**config.mk**
```make
export PLATFORM = sky130hd
export DESIGN_NAME = rr_arbiter_4_flat
export DESIGN_NICKNAME = d
export VERILOG_FILES = /design/src/rtl/arb_pkg.sv /design/src/rtl/rr_arbiter_4_if.sv /design/src/rtl/rr_arbiter_4_grant_decoder.sv /design/src/rtl/rr_arbiter_4.sv /design/src/flat_wrapper.sv
export SDC_FILE = /design/constraint.sdc
export NUM_CORES = 1
export LEC_CHECK = 0
export CORE_MARGIN = 1.5
export CORE_UTILIZATION = 66
export CTS_BUF_LIST = sky130_fd_sc_hd__clkbuf_8 sky130_fd_sc_hd__clkbuf_16
export DETAILED_ROUTE_END_ITERATION = 7
export DONT_BUFFER_PORTS = 1
export PLACE_DENSITY = 0.85
export SLEW_MARGIN = 20
export SYNTH_ARGS = -nofsm -noshare
export SYNTH_HDL_FRONTEND = slang
export SYNTH_SLANG_ARGS = --single-unit
```
**constraint.sdc**
```tcl
create_clock -name clk -period 3.1 [get_ports clk]
set_input_delay 0.465 -clock clk [delete_from_list [all_inputs] [get_ports clk]]
set_output_delay 0.465 -clock clk [all_outputs]
set_load 0.1 [all_outputs]
```
**src/rtl/arb_pkg.sv**
```systemverilog
// Shared constants, FSM encoding and the rotating-priority search for the
// four-way round-robin arbiter.
package arb_pkg;

    localparam int NUM_REQ = 4;
    localparam int IDX_W   = 2;

    typedef enum logic [1:0] {
        S_IDLE = 2'b00,
        S_BUSY = 2'b01,
        S_GAP  = 2'b10
    } state_e;

    typedef struct packed {
        logic             found;
        logic [IDX_W-1:0] idx;
    } pick_t;

    // Walks the offsets from the highest down so the candidate closest to ptr
    // is written last and therefore wins, without needing an early exit.
    function automatic pick_t rr_pick(input logic [NUM_REQ-1:0] req,
                                      input logic [IDX_W-1:0]   ptr);
        pick_t            p;
        logic [IDX_W-1:0] cand;
        p = '0;
        for (int k = NUM_REQ - 1; k >= 0; k--) begin
            cand = ptr + IDX_W'(k);
            if (req[cand]) begin
                p.found = 1'b1;
                p.idx   = cand;
            end
        end
        return p;
    endfunction

endpackage

```
**src/rtl/rr_arbiter_4_if.sv**
```systemverilog
// Request/grant bundle between the four requesters and the arbiter.
interface rr_arbiter_4_if;
    import arb_pkg::*;

    logic               en;
    logic [NUM_REQ-1:0] req;
    logic [NUM_REQ-1:0] gnt;
    logic [IDX_W-1:0]   gnt_idx;
    logic               gnt_valid;
    logic               preempt;

    modport master (
        output en, req,
        input  gnt, gnt_idx, gnt_valid, preempt
    );

    modport slave (
        input  en, req,
        output gnt, gnt_idx, gnt_valid, preempt
    );

endinterface

```
**src/rtl/rr_arbiter_4_grant_decoder.sv**
```systemverilog
// Enable-gated 2-to-4 one-hot decoder that turns the registered winner index
// into the grant lines.
module grant_decoder
    import arb_pkg::*;
(
    input  logic [IDX_W-1:0]   idx_i,
    input  logic               en_i,
    output logic [NUM_REQ-1:0] onehot_o
);

    generate
        for (genvar gi = 0; gi < NUM_REQ; gi++) begin : g_dec
            assign onehot_o[gi] = en_i && (idx_i == IDX_W'(gi));
        end
    endgenerate

endmodule

```
**src/rtl/rr_arbiter_4.sv**
```systemverilog
// Four-way round-robin arbiter with hold-until-release, tenure preempt and a
// mandatory one-cycle gap between owners.
module rr_arbiter_4
    import arb_pkg::*;
#(
    parameter int MAX_HOLD = 8,
    parameter int CNT_W    = 8
) (
    input  logic          clk,
    input  logic          rst_n,
    rr_arbiter_4_if.slave bus
);

    state_e           state_q, state_d;
    logic [IDX_W-1:0] ptr_q, ptr_d;
    logic [IDX_W-1:0] idx_q, idx_d;
    logic [CNT_W-1:0] hold_cnt_q, hold_cnt_d;
    logic             preempt_q, preempt_d;
    pick_t            pick;
    logic             busy;
    logic [NUM_REQ-1:0] gnt_onehot;

    always_ff @(posedge clk or negedge rst_n) begin
        if (!rst_n) begin
            state_q    <= S_IDLE;
            ptr_q      <= '0;
            idx_q      <= '0;
            hold_cnt_q <= '0;
            preempt_q  <= 1'b0;
        end else begin
            state_q    <= state_d;
            ptr_q      <= ptr_d;
            idx_q      <= idx_d;
            hold_cnt_q <= hold_cnt_d;
            preempt_q  <= preempt_d;
        end
    end

    always_comb begin
        state_d    = state_q;
        ptr_d      = ptr_q;
        idx_d      = idx_q;
        hold_cnt_d = hold_cnt_q;
        preempt_d  = 1'b0;
        pick       = rr_pick(bus.req, ptr_q);

        case (state_q)
            S_IDLE, S_GAP: begin
                // The gap cycle doubles as an arbitration point, so the next
                // owner appears right after it.
                state_d = S_IDLE;
                if (bus.en && pick.found) begin
                    state_d    = S_BUSY;
                    idx_d      = pick.idx;
                    hold_cnt_d = CNT_W'(1);
                end
            end
            S_BUSY: begin
                if (!bus.en || !bus.req[idx_q]) begin
                    state_d = S_GAP;
                    ptr_d   = idx_q + IDX_W'(1);
                end else if (MAX_HOLD != 0 && hold_cnt_q == CNT_W'(MAX_HOLD)) begin
                    state_d   = S_GAP;
                    ptr_d     = idx_q + IDX_W'(1);
                    preempt_d = 1'b1;
                end else if (hold_cnt_q != '1) begin
                    hold_cnt_d = hold_cnt_q + CNT_W'(1);
                end
            end
            default: state_d = S_IDLE;
        endcase
    end

    always_comb begin
        busy          = (state_q == S_BUSY);
        bus.gnt_valid = busy;
        bus.gnt_idx   = idx_q;
        bus.preempt   = preempt_q;
        bus.gnt       = gnt_onehot;
    end

    grant_decoder u_gnt_dec (
        .idx_i    (idx_q),
        .en_i     (busy),
        .onehot_o (gnt_onehot)
    );

endmodule

```
**src/flat_wrapper.sv**
```systemverilog
// flat-port wrapper written by rule: the top's interface ports become plain ports
module rr_arbiter_4_flat import arb_pkg::*;
#(
    parameter int MAX_HOLD = 8,
    parameter int CNT_W    = 8
)
  (clk, rst_n, bus_en, bus_req, bus_gnt, bus_gnt_idx, bus_gnt_valid, bus_preempt);
  rr_arbiter_4_if bus_i ();
  input  logic clk;
  input  logic rst_n;
  input wire logic [$bits(bus_i.en)-1:0] bus_en;
  input wire logic [$bits(bus_i.req)-1:0] bus_req;
  output wire logic [$bits(bus_i.gnt)-1:0] bus_gnt;
  output wire logic [$bits(bus_i.gnt_idx)-1:0] bus_gnt_idx;
  output wire logic [$bits(bus_i.gnt_valid)-1:0] bus_gnt_valid;
  output wire logic [$bits(bus_i.preempt)-1:0] bus_preempt;
  assign bus_i.en = bus_en;
  assign bus_i.req = bus_req;
  assign bus_gnt = bus_i.gnt;
  assign bus_gnt_idx = bus_i.gnt_idx;
  assign bus_gnt_valid = bus_i.gnt_valid;
  assign bus_preempt = bus_i.preempt;
  rr_arbiter_4 #(.MAX_HOLD(MAX_HOLD), .CNT_W(CNT_W)) u_core (.clk(clk), .rst_n(rst_n), .bus(bus_i));
endmodule
```
# Word-level counts from Yosys, hierarchy flattened
# Index checks and enable logic that the tools add are counted.
dict set report word_totals {
  reg_bits 15
  in_bits 7
}
dict set report classes {
  n_eq_ne 12
  addsub 5
  mux 28
  n_lt_le_gt_ge 5
  reduce_logical 16
}
# cell count
set ops {}
lappend ops {{$mux W8} 4}
lappend ops {{$pmux W8 S2} 1}
lappend ops {{$lt A2 B3 Y1 const B} 5}
lappend ops {{$mux W3} 4}
lappend ops {{$bmux W1 S2} 5}
lappend ops {{$mux W1} 9}
lappend ops {{$add A8 B1 Y8 const B} 1}
lappend ops {{$eq A8 B4 Y1 const B} 1}
lappend ops {{$mux W2} 4}
lappend ops {{$ne A8 B8 Y1 const B} 1}
lappend ops {{$eq A2 B2 Y1 const B} 3}
lappend ops {{$logic_and A1 B1 Y1} 5}
lappend ops {{$reduce_and A5 Y1} 1}
lappend ops {{$add A2 B1 Y2 const B} 2}
lappend ops {{$add A2 B2 Y2 const B} 2}
lappend ops {{$eq A2 B1 Y1 const B} 2}
lappend ops {{$logic_not A2 Y1} 2}
lappend ops {{$ne A2 B1 Y1 const B} 2}
lappend ops {{$ne A2 B2 Y1 const B} 2}
lappend ops {{$pmux W2 S2} 1}
lappend ops {{$reduce_and A2 Y1} 2}
lappend ops {{$reduce_bool A2 Y1} 2}
lappend ops {{$ne A3 B1 Y1 const B} 1}
lappend ops {{$logic_not A1 Y1} 2}
lappend ops {{2 further kinds} 2}

# Logic depth before layout (Yosys ltp)
# Gate-level depths: netlist (run 1).
dict set report depth {
  ltp_word 10
  depth_mapped 6
  ltp_nobuf 5
}

# Cells and area by module
# A second synthesis (run 1) with hierarchy kept.
dict set report hier_totals {
  cells_unflattened 105
  area_unflattened_um2 993.5
}
# mod seq_area_each_um2 cells_per_inst n_inst area_per_inst_um2
set modules_own_cells {}
lappend modules_own_cells {rr_arbiter_4 375.4 101 1 955.9}
lappend modules_own_cells {grant_decoder 0.0 4 1 37.5}

# Least setup slack after synthesis (run 1)
# Ideal clock, no wire load.
dict set report synth_timing {
  path_kind {flip-flop to output port}
  start {reg u_core.state_q[1]}
  end {out bus_gnt[0]}
  arrival_ps 2544
  setup_slack_ps 91
  n_path_buf 1
  stages_incl_launch_ff 5
  cell_sequence {dfrtp_1 -> nand2b_1 -> inv_1 -> clkbuf_1 -> and2_1}
}
dict set report synth_via {
  elab_chain_cells 2
}
# item line_no
set synth_lines {}
lappend synth_lines {{start: declaration} rr_arbiter_4.sv:14} ;# state_e state_q, state_d;
lappend synth_lines {{start signal: assignment} rr_arbiter_4.sv:31} ;# state_q <= state_d;
lappend synth_lines {{$eq A2 B1 Y1} rr_arbiter_4.sv:75} ;# busy = (state_q == S_BUSY);
lappend synth_lines {{net bus_gnt_valid} flat_wrapper.sv:15} ;# output wire logic [$bits(bus_i.gnt_valid)-1:0] bus_gnt_valid;
lappend synth_lines {{$logic_and A1 B1 Y1} rr_arbiter_4_grant_decoder.sv:13} ;# assign onehot_o[gi] = en_i && (idx_i == IDX_W'(gi));
lappend synth_lines {{end: declaration} flat_wrapper.sv:13} ;# output wire logic [$bits(bus_i.gnt)-1:0] bus_gnt;
# The timed path passes the listed nets, and every way through them passes these cells.

# Worst setup path in the final report (run 1)
dict set report layout_timing {
  start {reg u_core.idx_q[1] (netlist: u_core.bus.gnt_idx[1])}
  end {out bus_gnt[1]}
}
dict set report layout_via {
  elab_chain_cells 2
}
# item line_no
set layout_lines {}
lappend layout_lines {{start: declaration} rr_arbiter_4.sv:16} ;# logic [IDX_W-1:0] idx_q, idx_d;
lappend layout_lines {{start signal: assignment} rr_arbiter_4.sv:33} ;# idx_q <= idx_d;
lappend layout_lines {{$eq A2 B1 Y1} rr_arbiter_4_grant_decoder.sv:13}
lappend layout_lines {{$logic_and A1 B1 Y1} rr_arbiter_4_grant_decoder.sv:13}
# No other way between the ends.

==> results of run 1 <==
[synth_stat cells]
cell type / instances / area [um2]
nor4b_4: 1 / 23.8
nor2_1: 5 / 18.8
o21ai_0: 3 / 15.0
and3_1: 2 / 12.5
a22o_1: 2 / 17.5
o211ai_1: 1 / 7.51
clkbuf_1: 1 / 3.75
nand2_1: 6 / 22.5
and2_1: 4 / 25.0
or3_1: 1 / 6.26
inv_1: 10 / 37.5
a31oi_1: 4 / 25.0
nand2b_1: 4 / 25.0
a31oi_4: 1 / 21.3
nand4_1: 2 / 12.5
a221oi_1: 1 / 8.76
o31ai_1: 1 / 7.51
o22ai_1: 1 / 6.26
a211oi_2: 2 / 25.0
ha_1: 6 / 75.1
buf_6: 1 / 11.3
dfrtp_1: 15 / 375
a21oi_2: 1 / 8.76
a211oi_1: 2 / 15.0
o211ai_2: 2 / 25.0
a21oi_1: 5 / 25.0
a31o_2: 1 / 8.76
nor4_1: 1 / 6.26
o2111ai_1: 1 / 8.76
mux2_2: 3 / 33.8
a21o_1: 1 / 7.51
nor3_1: 2 / 10.0
a31oi_2: 2 / 25.0
mux2i_1: 3 / 30.0
nor3b_1: 2 / 15.0
nand3_1: 5 / 25.0
buf_2: 1 / 5.00
[sequential cells by signal, indices dropped and copies added (netlist names)]
signal,count
u_core.hold_cnt_q,8
u_core.bus.gnt_idx,2
u_core.ptr_q,2
u_core.state_q,2
u_core.bus.preempt,1
[worst paths after layout]
| kind | to | slack [ns] | cells after the start |
|---|---|---|---|
| worst max-delay path | bus_gnt[1] | 0.98 | 5 |
| worst min-delay path | u_core.ptr_q[0] | 0.56 | 2 |
| worst max register to register | u_core.hold_cnt_q[6] | 1.05 | 4 |
| worst min register to register | u_core.ptr_q[0] | 0.56 | 2 |
| max in group asynchronous | u_core.hold_cnt_q[2] | 1.97 | 1 |
| min in group asynchronous | u_core.bus.preempt | 0.70 | 1 |
[cells by family after synthesis]
| group | after synthesis | share of synthesized area [%] |
|---|---|---|
| AO/OA/AOI/OAI | 31 | 25.0 |
| adder cells (fa/ha/maj) | 6 | 7.27 |
| AND/OR/NAND/NOR | 35 | 19.6 |
| buffers and inverters | 13 | 5.58 |
| multiplexers | 6 | 6.18 |
| flip-flops | 15 | 36.4 |
[what timing repair did]
action                    4_1_cts  5_1_grt
gates resized for setup         0        0
setup buffers                   0        0
hold endpoints to repair       15        0
hold buffers                    1        0
[worst max-delay path, cell delays in order (launching register included)]
cell     delay [ns]
dfrtp_1        0.41
buf_4          0.33
inv_1          0.11
ha_1           0.19
and2_1         0.13
buf_4          0.23
[metal layers]
metal	share of wire (%)	wire (um)	global-route usage (%)	up-vias
met5	0	0	0	-
met4	1.9	40	10.6	0
met3	7.4	160	5.17	6
met2	48	1040	45.2	45
met1	43	920	36.4	409
li1	-	-	-	413
[where the power goes]
part	internal [uW]	total [uW]	switching, uW
registers	254	327	72.7
clock network	89.0	158	69.4
logic	198	651	453
[cell type report]
class	count	share of cell area, %
Tap cell	16	1.74
Clock inverter	1	0.436
Sequential cell	15	32.7
Multi-Input combinational cell	78	52.2
Clock buffer	3	3.59
Timing Repair Buffer	9	6.10
Inverter	10	3.27
[stage by stage]
step	instance area [um2]	hold slack, ns	setup slack [ns]	instances
2_1_floorplan	1030	0.169	0.0907	106
3_3_place_gp	1090	0.170	1.23	127
3_5_place_dp	1090	0.170	1.17	127
4_1_cts	1150	0.563	0.966	132
5_1_grt	1150	0.584	0.900	132
6_report	1150	0.561	0.982	132
==> results.md, run 1 <==
- Cell area after synthesis: 1030 um2
- CTS clock-pin slew for the worst setup and hold paths: 0.06 ns
- Setup repair after global routing missed its margin: no
- Number of buffer cells added on primary ports: 0
- Commonest non-fill, non-tap cell in the layout: dfrtp_1
- Transition at the pin with the smallest max-transition slack: 0.895 ns
- Maximum vdd drop: 0.687 mV
- Average instance area after synthesis: 9.74 um2
- Largest net degree at the start of global routing: 16
- Vias after detailed routing: 873
- Deepest level of the CTS H-tree: 1
- Worst Path Required: 2.63 ns
- I/O pin cnt: 15
- Wirelength per Cell: 16.3 um
- HPWL after detailed placement: 1.59 mm
- Site row count: 14
- Remaining DRCs: 0
- Category of the critical setup timing path: flop to output pin
- Worst endpoint data arrival time: 1.65 ns
- Area of the die: 1810 um2
- Final standard cell utilization of the core: 77.1%
- Vias in the first global route: 832
- Largest fanout of any net on the critical path: 4
- Max Cap Violations: 0
- Flip-flop and latch area: 375 um2
- Worst-skew pair later-pin latency: 0.25 ns
- Post-synth cell types: 37
- GRT Resource Usage Total: 27.8%
- Top library cells by usage in the layout, fill and taps aside: 15 x dfrtp_1, 10 x inv_1, 8 x buf_4
- Post-synthesis net count: 119
- Yosys warning count: 0
- TritonCTS clock tree: done
- Proportion of layout cells with a drive suffix above 1: 21.6%
- Launch point of the worst reg-to-reg path: u_core.bus.gnt_idx[0]
- Largest buffer count on any clock path: 2
- Number of setup violations in the final report: 0
- Global-route wire length before repair: 3.73 mm
- Sum of negative setup slack: 0 ns
- Tcrit/Tclk final: 68.3%
- Min-delay worst type: flop to flop
- Sum of overflow across all layers after global routing: 0
- Outcome: completed
- Number of nets with antenna violations after routing: 0
- Number of CTS-inserted buffers: 3
- Height of the die: 42.5 um
- Number of antenna violations at the first check in global routing: 0
- Total power divided by cell area: 989 nW/um2
- Clk Tree Root Cell: clkbuf_8
- Die Wd: 42.5 um
- Filler cells: 93
- Time the worst path needs with I/O delays and setup: 2.12 ns
- Final weighted congestion in routability-driven placement: 0.878
- Pins Over Slew Limit: 0
- Largest clock skew in the final design: 0.00123 ns
- Kind of start point of the critical path: flop
- Starting density of the core: 69.3%
- Synthesis-to-layout area growth: 11.3%
- Worst max-slew margin expressed relative to the limit: 40.3%
- Number of optimization iterations in the first detailed-route pass: 4
- Core area: 1490 um2
- Maximum clock frequency: 0.472 GHz
- Fin nets: 130
- Kind of capture point of the worst setup path: output pin
- Hold path start: u_core.ptr_q[0]
- Area taken by multi-input logic gates: 599 um2
- Vias per cell: 6.61
- Total inserted antenna cells: 0
- Gate count after technology mapping: 106
- Starting DRC count in detailed routing: 24
- Clock sinks: 15
- Total power consumption of the routed design: 1140 uW
- Count of endpoints failing hold in the final timing report: 0
- Setup crit start: u_core.bus.gnt_idx[1]
- Routed WL: 2.16 mm
- Sequential area share after synthesis: 36.4%
- Post-synthesis register bit count: 15
- Leakage power: 0.000509 uW
Power figures use the tool's default switching activity.
==> inputs of run 2 (changes only) <==
Settings changed: CORE_UTILIZATION 66 to 55, PLACE_DENSITY 0.85 to 0.76.
Clock period 3.1 ns to 1.7 ns, I/O delays scaled along.
==> results.md, run 2 (same netlist as run 1, synthesis figures left out) <==
- Maximum vdd drop: 1.13 mV (was 0.687 mV)
- Flip-flop and latch area: 383 um2 (was 375 um2)
- Transition at the pin with the smallest max-transition slack: 0.669 ns (was 0.895 ns)
- Total inserted antenna cells: 0 (unchanged)
- Worst Path Required: 1.44 ns (was 2.63 ns)
- Proportion of layout cells with a drive suffix above 1: 33.3% (was 21.6%)
- HPWL after detailed placement: 1.68 mm (was 1.59 mm)
- Number of nets with antenna violations after routing: 0 (unchanged)
- Kind of start point of the critical path: flop (unchanged)
- Number of CTS-inserted buffers: 3 (unchanged)
- Worst max-slew margin expressed relative to the limit: 55.3% (was 40.3%)
- Commonest non-fill, non-tap cell in the layout: buf_4 (was dfrtp_1)
- Tcrit/Tclk final: 96.7%
- Core area: 1750 um2 (was 1490 um2)
- Deepest level of the CTS H-tree: 1 (unchanged)
- Largest register FFs: 8 (unchanged)
- Fin nets: 137 (was 130)
- Vias per cell: 6.14 (was 6.61)
- Register containing the most flip-flops in the final layout: u_core.hold_cnt_q (unchanged)
- Cell family with the largest share of critical-path delay: flip-flops (was buffers and inverters)
- Maximum clock frequency: 0.608 GHz
- Remaining DRCs: 0 (unchanged)
- Area taken by multi-input logic gates: 627 um2 (was 599 um2)
- Die Wd: 46.3 um (was 42.5 um)
- Number of antenna violations at the first check in global routing: 0 (unchanged)
- Global-route wire length before repair: 3.74 mm (was 3.73 mm)
- Vias in the first global route: 845 (was 832)
- Clk Tree Root Cell: clkbuf_8 (unchanged)
- Min-delay worst type: input port to flop (was flop to flop)
- Category of the critical setup timing path: flop to output pin (unchanged)
- Clock sinks: 15 (unchanged)
- Outcome: completed (unchanged)
- Final weighted congestion in routability-driven placement: 0.862 (was 0.878)
- Number of buffer cells added on primary ports: 0 (unchanged)
- Highest-delay cell along the critical path: dfrtp_4 (was dfrtp_1)
- Setup repair after global routing missed its margin: no (unchanged)
- Synthesis-to-layout area growth: 21.9% (was 11.3%)
- TritonCTS clock tree: done (unchanged)
- Starting DRC count in detailed routing: 39 (was 24)
- Largest buffer count on any clock path: 2 (unchanged)
- Top library cells by usage in the layout, fill and taps aside: 14 x buf_4, 13 x dfrtp_1, 10 x inv_1 (was 15 x dfrtp_1, 10 x inv_1, 8 x buf_4)
- Total power divided by cell area: 1780 nW/um2 (was 989 nW/um2)
- Vias after detailed routing: 908 (was 873)
- Largest net degree at the start of global routing: 16 (unchanged)
- Pins Over Slew Limit: 0 (unchanged)
- Leakage power: 0.000567 uW (was 0.000509 uW)
- Height of the die: 46.3 um (was 42.5 um)
- Post-CTS Setup Inserts: 0 (unchanged)
- Kind of capture point of the worst setup path: output pin (unchanged)
- Number of setup violations in the final report: 0 (unchanged)
- Routed WL: 2.31 mm (was 2.16 mm)
- Largest clock skew in the final design: 0.00496 ns (was 0.00123 ns)
- Number of optimization iterations in the first detailed-route pass: 4 (unchanged)
- I/O pin cnt: 15 (unchanged)
- CTS clock-pin slew for the worst setup and hold paths: 0.06 ns (about the same)
- Worst endpoint data arrival time: 1.39 ns (was 1.65 ns)
- Total power consumption of the routed design: 2230 uW (was 1140 uW)
- GRT Resource Usage Total: 25.4% (was 27.8%)
- Critical path, cell by cell: buf_12 > ha_1 > and2_4 (was buf_4 > inv_1 > ha_1 > and2_1 > buf_4)
- Wirelength per Cell: 15.6 um (was 16.3 um)
- Starting density of the core: 59.1% (was 69.3%)
- Site row count: 15 (was 14)
- Max Cap Violations: 0 (unchanged)
- Worst-skew pair later-pin latency: 0.25 ns (about the same)
- CP bufs+invs: 1 (was 3)
- Time the worst path needs with I/O delays and setup: 1.64 ns
- Largest incremental delay on the critical path: 0.46 ns (was 0.41 ns)
- Sum of overflow across all layers after global routing: 0 (unchanged)
- Largest fanout of any net on the critical path: 5 (was 4)
- Area of the die: 2150 um2 (was 1810 um2)
- Count of endpoints failing hold in the final timing report: 0 (unchanged)
- Filler cells: 128 (was 93)
- Sum of negative setup slack: 0 ns (unchanged)
## run 2: final cells by class
| class | instances | share of cell area (%) |
|---|---|---|
| multi-input combinational | 78 | 49.8 |
| sequential | 15 | 30.4 |
| timing repair buffer | 16 | 10.7 |
| clock buffer | 3 | 3.28 |
| inverter | 10 | 2.98 |
| tap | 25 | 2.49 |
| clock inverter | 1 | 0.298 |
## run 2: what timing repair did
| item | CTS | global route |
|---|---|---|
| hold endpoints to repair | 15 | 0 |
| pin swaps | 0 | 1 |
| endpoints found under the setup margin | 1 | 13 |
| hold buffers | 1 | 0 |
| gates resized for setup | 2 | 6 |
## run 2: metrics by stage
step	setup WS (ns)	utilization (%)	cell area, um2	std cells	hold WS, ns
after global placement	0.0427	67.2	1170	143	-0.0403
final	0.0554	72.1	1260	148	0.400
after detailed placement	0.0473	67.2	1170	143	-0.0403
after floorplan	0.000106	-	1050	106	-0.0406
after CTS	0.00949	70.8	1240	148	0.380
after global routing	0.00934	72.1	1260	148	0.424
## run 2: tightest hold or removal path, delay by kind of cell
kind                   cells  cell delay, ns
AOI/OAI and AO/OA          1            0.16
muxes                      1            0.17
buffers and inverters      1            0.04
## run 2: worst paths after layout
kind,slack (ns),depth (start not counted),startpoint,end
hold reg to reg,0.56,1,u_core.hold_cnt_q[5],u_core.hold_cnt_q[5]
setup / recovery,0.06,3,u_core.bus.gnt_idx[1],bus_gnt[3]
hold / removal,0.40,3,bus_req[3],u_core.bus.gnt_idx[1]
setup reg to reg,0.07,4,u_core.hold_cnt_q[6],u_core.ptr_q[1]
min in group asynchronous,0.48,1,rst_n,u_core.hold_cnt_q[1]
max in group asynchronous,0.72,1,rst_n,u_core.bus.gnt_idx[0]
## run 2: routing by layer
metal	GRT usage [%]	routed length, um	vias up
met5	0	0	-
met4	12.6	40	0
met3	3.53	131	5
met2	39.7	1130	33
met1	34.1	1000	438
li1	-	-	432
## run 2: report_power, final
part / leakage, uW / internal [uW] / switching, uW
logic: 0.000348 / 475 / 870
clock network: 0.0000269 / 160 / 124
registers: 0.000192 / 480 / 126
==> inputs of run 3 (changes only) <==
--- a/config.mk
+++ b/config.mk
@@ -12,3 +12,3 @@
 export DONT_BUFFER_PORTS = 1
-export PLACE_DENSITY = 0.76
+export PLACE_DENSITY = 0.75
 export SLEW_MARGIN = 20
==> constraint.sdc (replaced) <==
create_clock -name clk -period 1.7 [get_ports clk]
set_input_delay 0.17 -clock clk [delete_from_list [all_inputs] [get_ports clk]]
set_output_delay 0.17 -clock clk [all_outputs]
set_load 0.1 [all_outputs]
==> results.md, run 3 (same netlist as run 1, synthesis figures left out) <==
- Outcome: completed (unchanged)
- Vias per cell: 6.05 (was 6.14)
- Deepest level of the CTS H-tree: 1 (unchanged)
- Routed WL: 2.31 mm (about the same)
- Setup repair after global routing missed its margin: no (unchanged)
- Commonest non-fill, non-tap cell in the layout: dfrtp_1 (was buf_4)
- Clock sinks: 15 (unchanged)
- Sum of negative setup slack: 0 ns (unchanged)
- Count of endpoints failing hold in the final timing report: 0 (unchanged)
- Number of buffer cells added on primary ports: 0 (unchanged)
- Filler cells: 122 (was 128)
- Pins Over Slew Limit: 0 (unchanged)
- Proportion of layout cells with a drive suffix above 1: 33.6% (was 33.3%)
- Number of CTS-inserted buffers: 3 (unchanged)
- Sequential power share: 26.4% (was 27.1%)
- TritonCTS clock tree: done (unchanged)
- Tcrit/Tclk final: 97.1% (was 96.7%)
- CTS clock-pin slew for the worst setup and hold paths: 0.06 ns (about the same)
- GRT Resource Usage Total: 24.0% (was 25.4%)
- Cell count after placement: 142 (was 143)
- Worst Path Required: 1.53 ns (was 1.44 ns)
- Site row count: 15 (unchanged)
- Height of the die: 46.3 um (unchanged)
- Final weighted congestion in routability-driven placement: 0.909 (was 0.862)
- Wirelength per Cell: 15.7 um (was 15.6 um)
- Worst-skew pair later-pin latency: 0.25 ns (about the same)
- Maximum clock frequency: 0.606 GHz (was 0.608 GHz)
- Clk Tree Root Cell: clkbuf_8 (unchanged)
- Core area: 1750 um2 (unchanged)
- HPWL after detailed placement: 1.69 mm (was 1.68 mm)
- Total power divided by cell area: 1780 nW/um2 (about the same)
- Total inserted antenna cells: 0 (unchanged)
- Largest clock skew in the final design: 0.00223 ns (was 0.00496 ns)
- Hold path start: bus_req[3] (unchanged)
- Worst endpoint data arrival time: 1.48 ns (was 1.39 ns)
- Vias in the first global route: 790 (was 845)
- Synthesis-to-layout area growth: 21.6% (was 21.9%)
- Largest buffer count on any clock path: 2 (unchanged)
- Max Cap Violations: 0 (unchanged)
- Launch point of the worst reg-to-reg path: u_core.hold_cnt_q[6] (unchanged)
- Least setup slack across all paths after layout: 0.0489 ns (was 0.0554 ns)
- I/O pin cnt: 15 (unchanged)
- Setup crit start: u_core.bus.gnt_idx[1] (unchanged)
- Category of the critical setup timing path: flop to output pin (unchanged)
- Largest fanout of any net on the critical path: 5 (unchanged)
- Global-route wire length before repair: 3.45 mm (was 3.74 mm)
- Number of optimization iterations in the first detailed-route pass: 4 (unchanged)
- Starting DRC count in detailed routing: 33 (was 39)
- Final standard cell utilization of the core: 71.9% (was 72.1%)
- Vias after detailed routing: 890 (was 908)
- Cell-internal power: 1120 uW (about the same)
- Number of nets with antenna violations after routing: 0 (unchanged)
- Pre-CTS worst setup slack: 0.0445 ns (was 0.0473 ns)
- Sum of overflow across all layers after global routing: 0 (unchanged)
- Part of the power in combinational logic: 61.2% (was 60.2%)
- Largest register FFs: 8 (unchanged)
- Die Wd: 46.3 um (unchanged)
- Time the worst path needs with I/O delays and setup: 1.65 ns (was 1.64 ns)
- Register containing the most flip-flops in the final layout: u_core.hold_cnt_q (unchanged)
- Area of the die: 2150 um2 (unchanged)
- Switching Fraction: 49.7% (was 50.1%)
- Min-delay worst type: input port to flop (unchanged)
- Clock network fraction of total power: 12.4% (was 12.7%)
- Maximum vdd drop: 1.15 mV (was 1.13 mV)
- Kind of capture point of the worst setup path: output pin (unchanged)
- Largest net degree at the start of global routing: 16 (unchanged)
- Worst max-slew margin expressed relative to the limit: 55.0% (was 55.3%)
- Fin nets: 136 (was 137)
- Number of setup violations in the final report: 0 (unchanged)
- Post-Layout Cell Count: 147 (was 148)
- Top library cells by usage in the layout, fill and taps aside: 13 x dfrtp_1, 12 x buf_4, 8 x inv_1 (was 14 x buf_4, 13 x dfrtp_1, 10 x inv_1)
- Transition at the pin with the smallest max-transition slack: 0.673 ns (was 0.669 ns)
- Leakage power: 0.000548 uW (was 0.000567 uW)
- Remaining DRCs: 0 (unchanged)
- Number of antenna violations at the first check in global routing: 0 (unchanged)
- Sw Pwr: 1110 uW (was 1120 uW)
- Kind of start point of the critical path: flop (unchanged)
- Starting density of the core: 59.1% (unchanged)
## run 3: cell count changes in the layout (fill, tap and decap cells not counted)
cell     change
inv_4        +1
inv_2        +1
buf_4        -2
buf_12       +1
nand3_2      -1
inv_1        -2
nand3_1      +1
nor3_2       +1
nor3_4       -1
## run 3: metal layers
layer / share of wire, % / vias to the layer above / wire, um / global-route usage [%]
met5: 0 / - / 0 / 0
met4: 2.3 / 0 / 52 / 13.7
met3: 8.5 / 5 / 197 / 6.27
met2: 44 / 49 / 1020 / 34.7
met1: 45 / 412 / 1040 / 32.0
li1: - / 424 / - / -
## run 3: cell type report
cell class	instances	area, um2	area share (%)
clock inverters	1	3.75	0.299
multi-input cells	78	616	49.1
repair buffers	15	140	11.2
inverters	10	40.0	3.19
well taps	25	31.3	2.49
flip-flops and latches	15	383	30.5
clock buffers	3	41.3	3.29
## run 3: critical path: stages, from the launching register on
cell	delay (ns)
dfrtp_4	0.50
buf_12	0.18
inv_2	0.07
ha_1	0.14
and2_4	0.33
## run 3: power by group through the flow
stage / combinational (uW) / clock [uW] / sequential, uW
global route: 1460 / 302 / 610
finish: 1370 / 277 / 590
global placement: 1240 / 0 / 575
CTS: 1300 / 286 / 579
floorplan: 830 / 0 / 775
detailed placement: 1270 / 0 / 580
## run 3: metrics by stage
stage          power [uW]  area [um2]  hold slack, ns
2_1_floorplan        1600        1050          -0.126
6_report             2240        1250           0.289
3_3_place_gp         1820        1170          -0.125
5_1_grt              2370        1250           0.329
4_1_cts              2160        1230           0.287
3_5_place_dp         1850        1170          -0.125
## run 3: final timing paths
kind                                               to  slack (ns)  depth (start not counted)
min in group asynchronous        u_core.hold_cnt_q[0]        0.40                          1
worst max-delay path                       bus_gnt[0]        0.05                          4
max in group asynchronous       u_core.bus.gnt_idx[0]        0.81                          1
worst max register to register   u_core.hold_cnt_q[0]        0.07                          4
worst min-delay path            u_core.bus.gnt_idx[1]        0.29                          3
worst min register to register   u_core.hold_cnt_q[5]        0.55                          1
## run 3: what timing repair did
item	4_1_cts	5_1_grt
gates cloned	0	0
hold buffers	1	0
pin swaps	0	2
endpoints found under the setup margin	5	12
setup buffers	0	0
gates resized for setup	3	9
endpoints found under the hold margin	15	0
==> RTL change, RTL diff (config.mk and constraints of run 3) <==
Set the package constant `NUM_REQ` to 5 (it was 4).
--- a/src/rtl/arb_pkg.sv
+++ b/src/rtl/arb_pkg.sv
@@ -2,7 +2,7 @@
 // four-way round-robin arbiter.
 package arb_pkg;
 
-    localparam int NUM_REQ = 4;
+    localparam int NUM_REQ = 5;
     localparam int IDX_W   = 2;
 
     typedef enum logic [1:0] {
Ports: changed (resized bus_gnt and bus_req); port bits go from 15 to 17. No check against the original RTL was run, so the function may have changed too.
==> RTL change against run 3 <==
Non-clock buffer count grew 2. Routed wire length grew 1.3%. Total power grew 0.85%. Critical path type unchanged. Design area grew 4.4%. Maximum frequency shrank 0.34%. Critical path depth grew 1. Highest routed layer unchanged. Sequential cell count is the same. Sequential power shrank 0.7%. Area after synthesis shrank 0.85%. Setup slack lost 0.0056 ns. Critical endpoint unchanged. First-iteration DRC count grew 55%.
==> RTL change: results (changes against run 3) <==
[synth]
ys_seq_area_frac=0.367  ; was 0.364
ys_types=38  ; was 37
synth_fa_ha_area_frac=0.0733  ; was 0.0727
syn_nets=121  ; was 119
synthCells=107  ; was 106
synth.area.mux_share=0.0403  ; was 0.0618
synth.area.top_cells=dfrtp_1, ha_1, a31oi_1  ; was dfrtp_1, ha_1, inv_1
ys_warn_count=0  ; unchanged
synthXorXnorAreaFrac=0  ; unchanged
synthArstFlopShare=1.00  ; unchanged
synth_compound_area_frac=0.280  ; was 0.250
synth_common_cells=dfrtp_1, inv_1, a31oi_1, nor2_1, ha_1  ; was dfrtp_1, inv_1, ha_1, nand2_1

[flow_run]
maxCapViolations=0  ; unchanged

[clock_tree]
cts_root_buf=clkbuf_8  ; unchanged

[finish]
drive_gt1_frac=0.290  ; was 0.336
fill_cells=124  ; was 122
largest_reg_flops=8  ; unchanged
final_cells=149  ; was 147

[placement]
placedInstanceArea_um2=1240  ; was 1170 um^2
dp_cells=144  ; was 142
globalplace.congestion=0.885  ; was 0.909
dp_slack_ns=0.0122  ; was 0.0445 ns
dp_hpwl_mm=1.74  ; was 1.69 mm

[global_routing]
grt_usage=0.262  ; was 0.240
grt_pass1_vias=827  ; was 790
grt_pass1_wl_mm=3.78  ; was 3.45 mm
grt_start_max_net_pins=16  ; unchanged

[outcome]
status=complete, no violations  ; unchanged

[power]
leakage_nw=0.567  ; was 0.548 nW
peakVddDrop_uv=1050  ; was 1150 uV
powerDensity_nw_per_um2=1720  ; was 1780 nW/um^2

[setup_path]
rr_worst_depth=5  ; was 4
worstPathMaxFanout=4  ; was 5

[sta]
worst_pin_slew_ns=0.682  ; was 0.673 ns
finClkSkew_ns=0.00358  ; was 0.00223 ns
fmax_mhz=604  ; was 606 MHz
whs_ns=0.161  ; was 0.289 ns

[route]
wl_met3_um=145  ; was 197 um
wl_met2_mm=1.13  ; was 1.02 mm
via_count=925  ; was 890
wl_mm=2.34  ; was 2.31 mm
wl_met1_mm=1.03  ; was 1.04 mm
first_iter_violations=51  ; was 33

[min_path]
hold_path_depth=2  ; was 3

-- RTL change: changes by cell type in the layout (fill, tap and decap cells not counted), sizes merged, moves of 2 or more --
cell / run 3 / this run
a21o: 1 / 3
nand2: 6 / 4
o221ai: 0 / 2
mux2: 3 / 1
buf: 14 / 16
nor2: 5 / 7
nor3: 2 / 0
-- RTL change: where the power goes --
| group | switching (mW) | total (mW) | leakage [nW] | internal, mW |
|---|---|---|---|---|
| combinational | 0.886 | 1.38 | 0.349 | 0.491 |
| clock | 0.130 | 0.293 | 0.0255 | 0.163 |
| sequential | 0.120 | 0.586 | 0.193 | 0.466 |
| total | 1.14 | 2.26 | 0.567 | 1.12 |
-- RTL change: area by class of cell --
type / count / share of cell area
well taps: 25 / 0.0239
multi-input cells: 78 / 0.461
clock inverters: 1 / 0.00382
flip-flops and latches: 15 / 0.292
inverters: 10 / 0.0306
repair buffers: 17 / 0.157
clock buffers: 3 / 0.0315
-- RTL change: metal layers --
layer / track usage / vias up
met2: 0.372 / 40
met1: 0.338 / 451
li1: - / 430
met5: 0 / -
met4: 0.160 / 0
met3: 0.0941 / 4
-- RTL change: stage by stage --
stage / utilization / total power, mW
after floorplan: - / 1.63
final: 0.751 / 2.26
after global placement: 0.709 / 1.87
after CTS: 0.748 / 2.25
after global routing: 0.751 / 2.37
after detailed placement: 0.709 / 1.91
-- RTL change: final timing paths --
path                                                        start                           endpoint
worst max register to register   u_core.hold_cnt_q[2]$_DFFE_PN0P_   u_core.hold_cnt_q[7]$_DFFE_PN0P_
max in group asynchronous                                   rst_n  u_core.bus.gnt_idx[0]$_DFFE_PN0P_
worst min-delay path                                   bus_req[3]  u_core.bus.gnt_idx[1]$_DFFE_PN0P_
worst max-delay path            u_core.bus.gnt_idx[1]$_DFFE_PN0P_                         bus_gnt[0]
worst min register to register   u_core.hold_cnt_q[5]$_DFFE_PN0P_   u_core.hold_cnt_q[5]$_DFFE_PN0P_
min in group asynchronous                                   rst_n       u_core.bus.preempt$_DFF_PN0_
-- RTL change: kinds of logic (layout without fill, tap and decap cells) --
| group | Yosys count | count (layout) |
|---|---|---|
| AO/OA/AOI/OAI | 37 | 37 |
| AND/OR/NAND/NOR | 31 | 31 |
| flip-flops | 15 | 15 |
| buffers and inverters | 14 | 31 |
| adder cells (fa/ha/maj) | 6 | 6 |
| multiplexers | 4 | 4 |
-- RTL change: worst register-to-register path: cells and delay by family, from the launching register on --
family                 cells  cell delay (ns)
AO/OA/AOI/OAI              3             0.53
buffers and inverters      1             0.18
flip-flops                 1             0.43
AND/OR/NAND/NOR            1             0.36
-- RTL change: what timing repair did --
| action | CTS | global route |
|---|---|---|
| resized for setup | 4 | 2 |
| endpoints found under the hold margin | 15 | 0 |
| setup endpoints to repair | 5 | 10 |
| hold buffers | 1 | 0 |
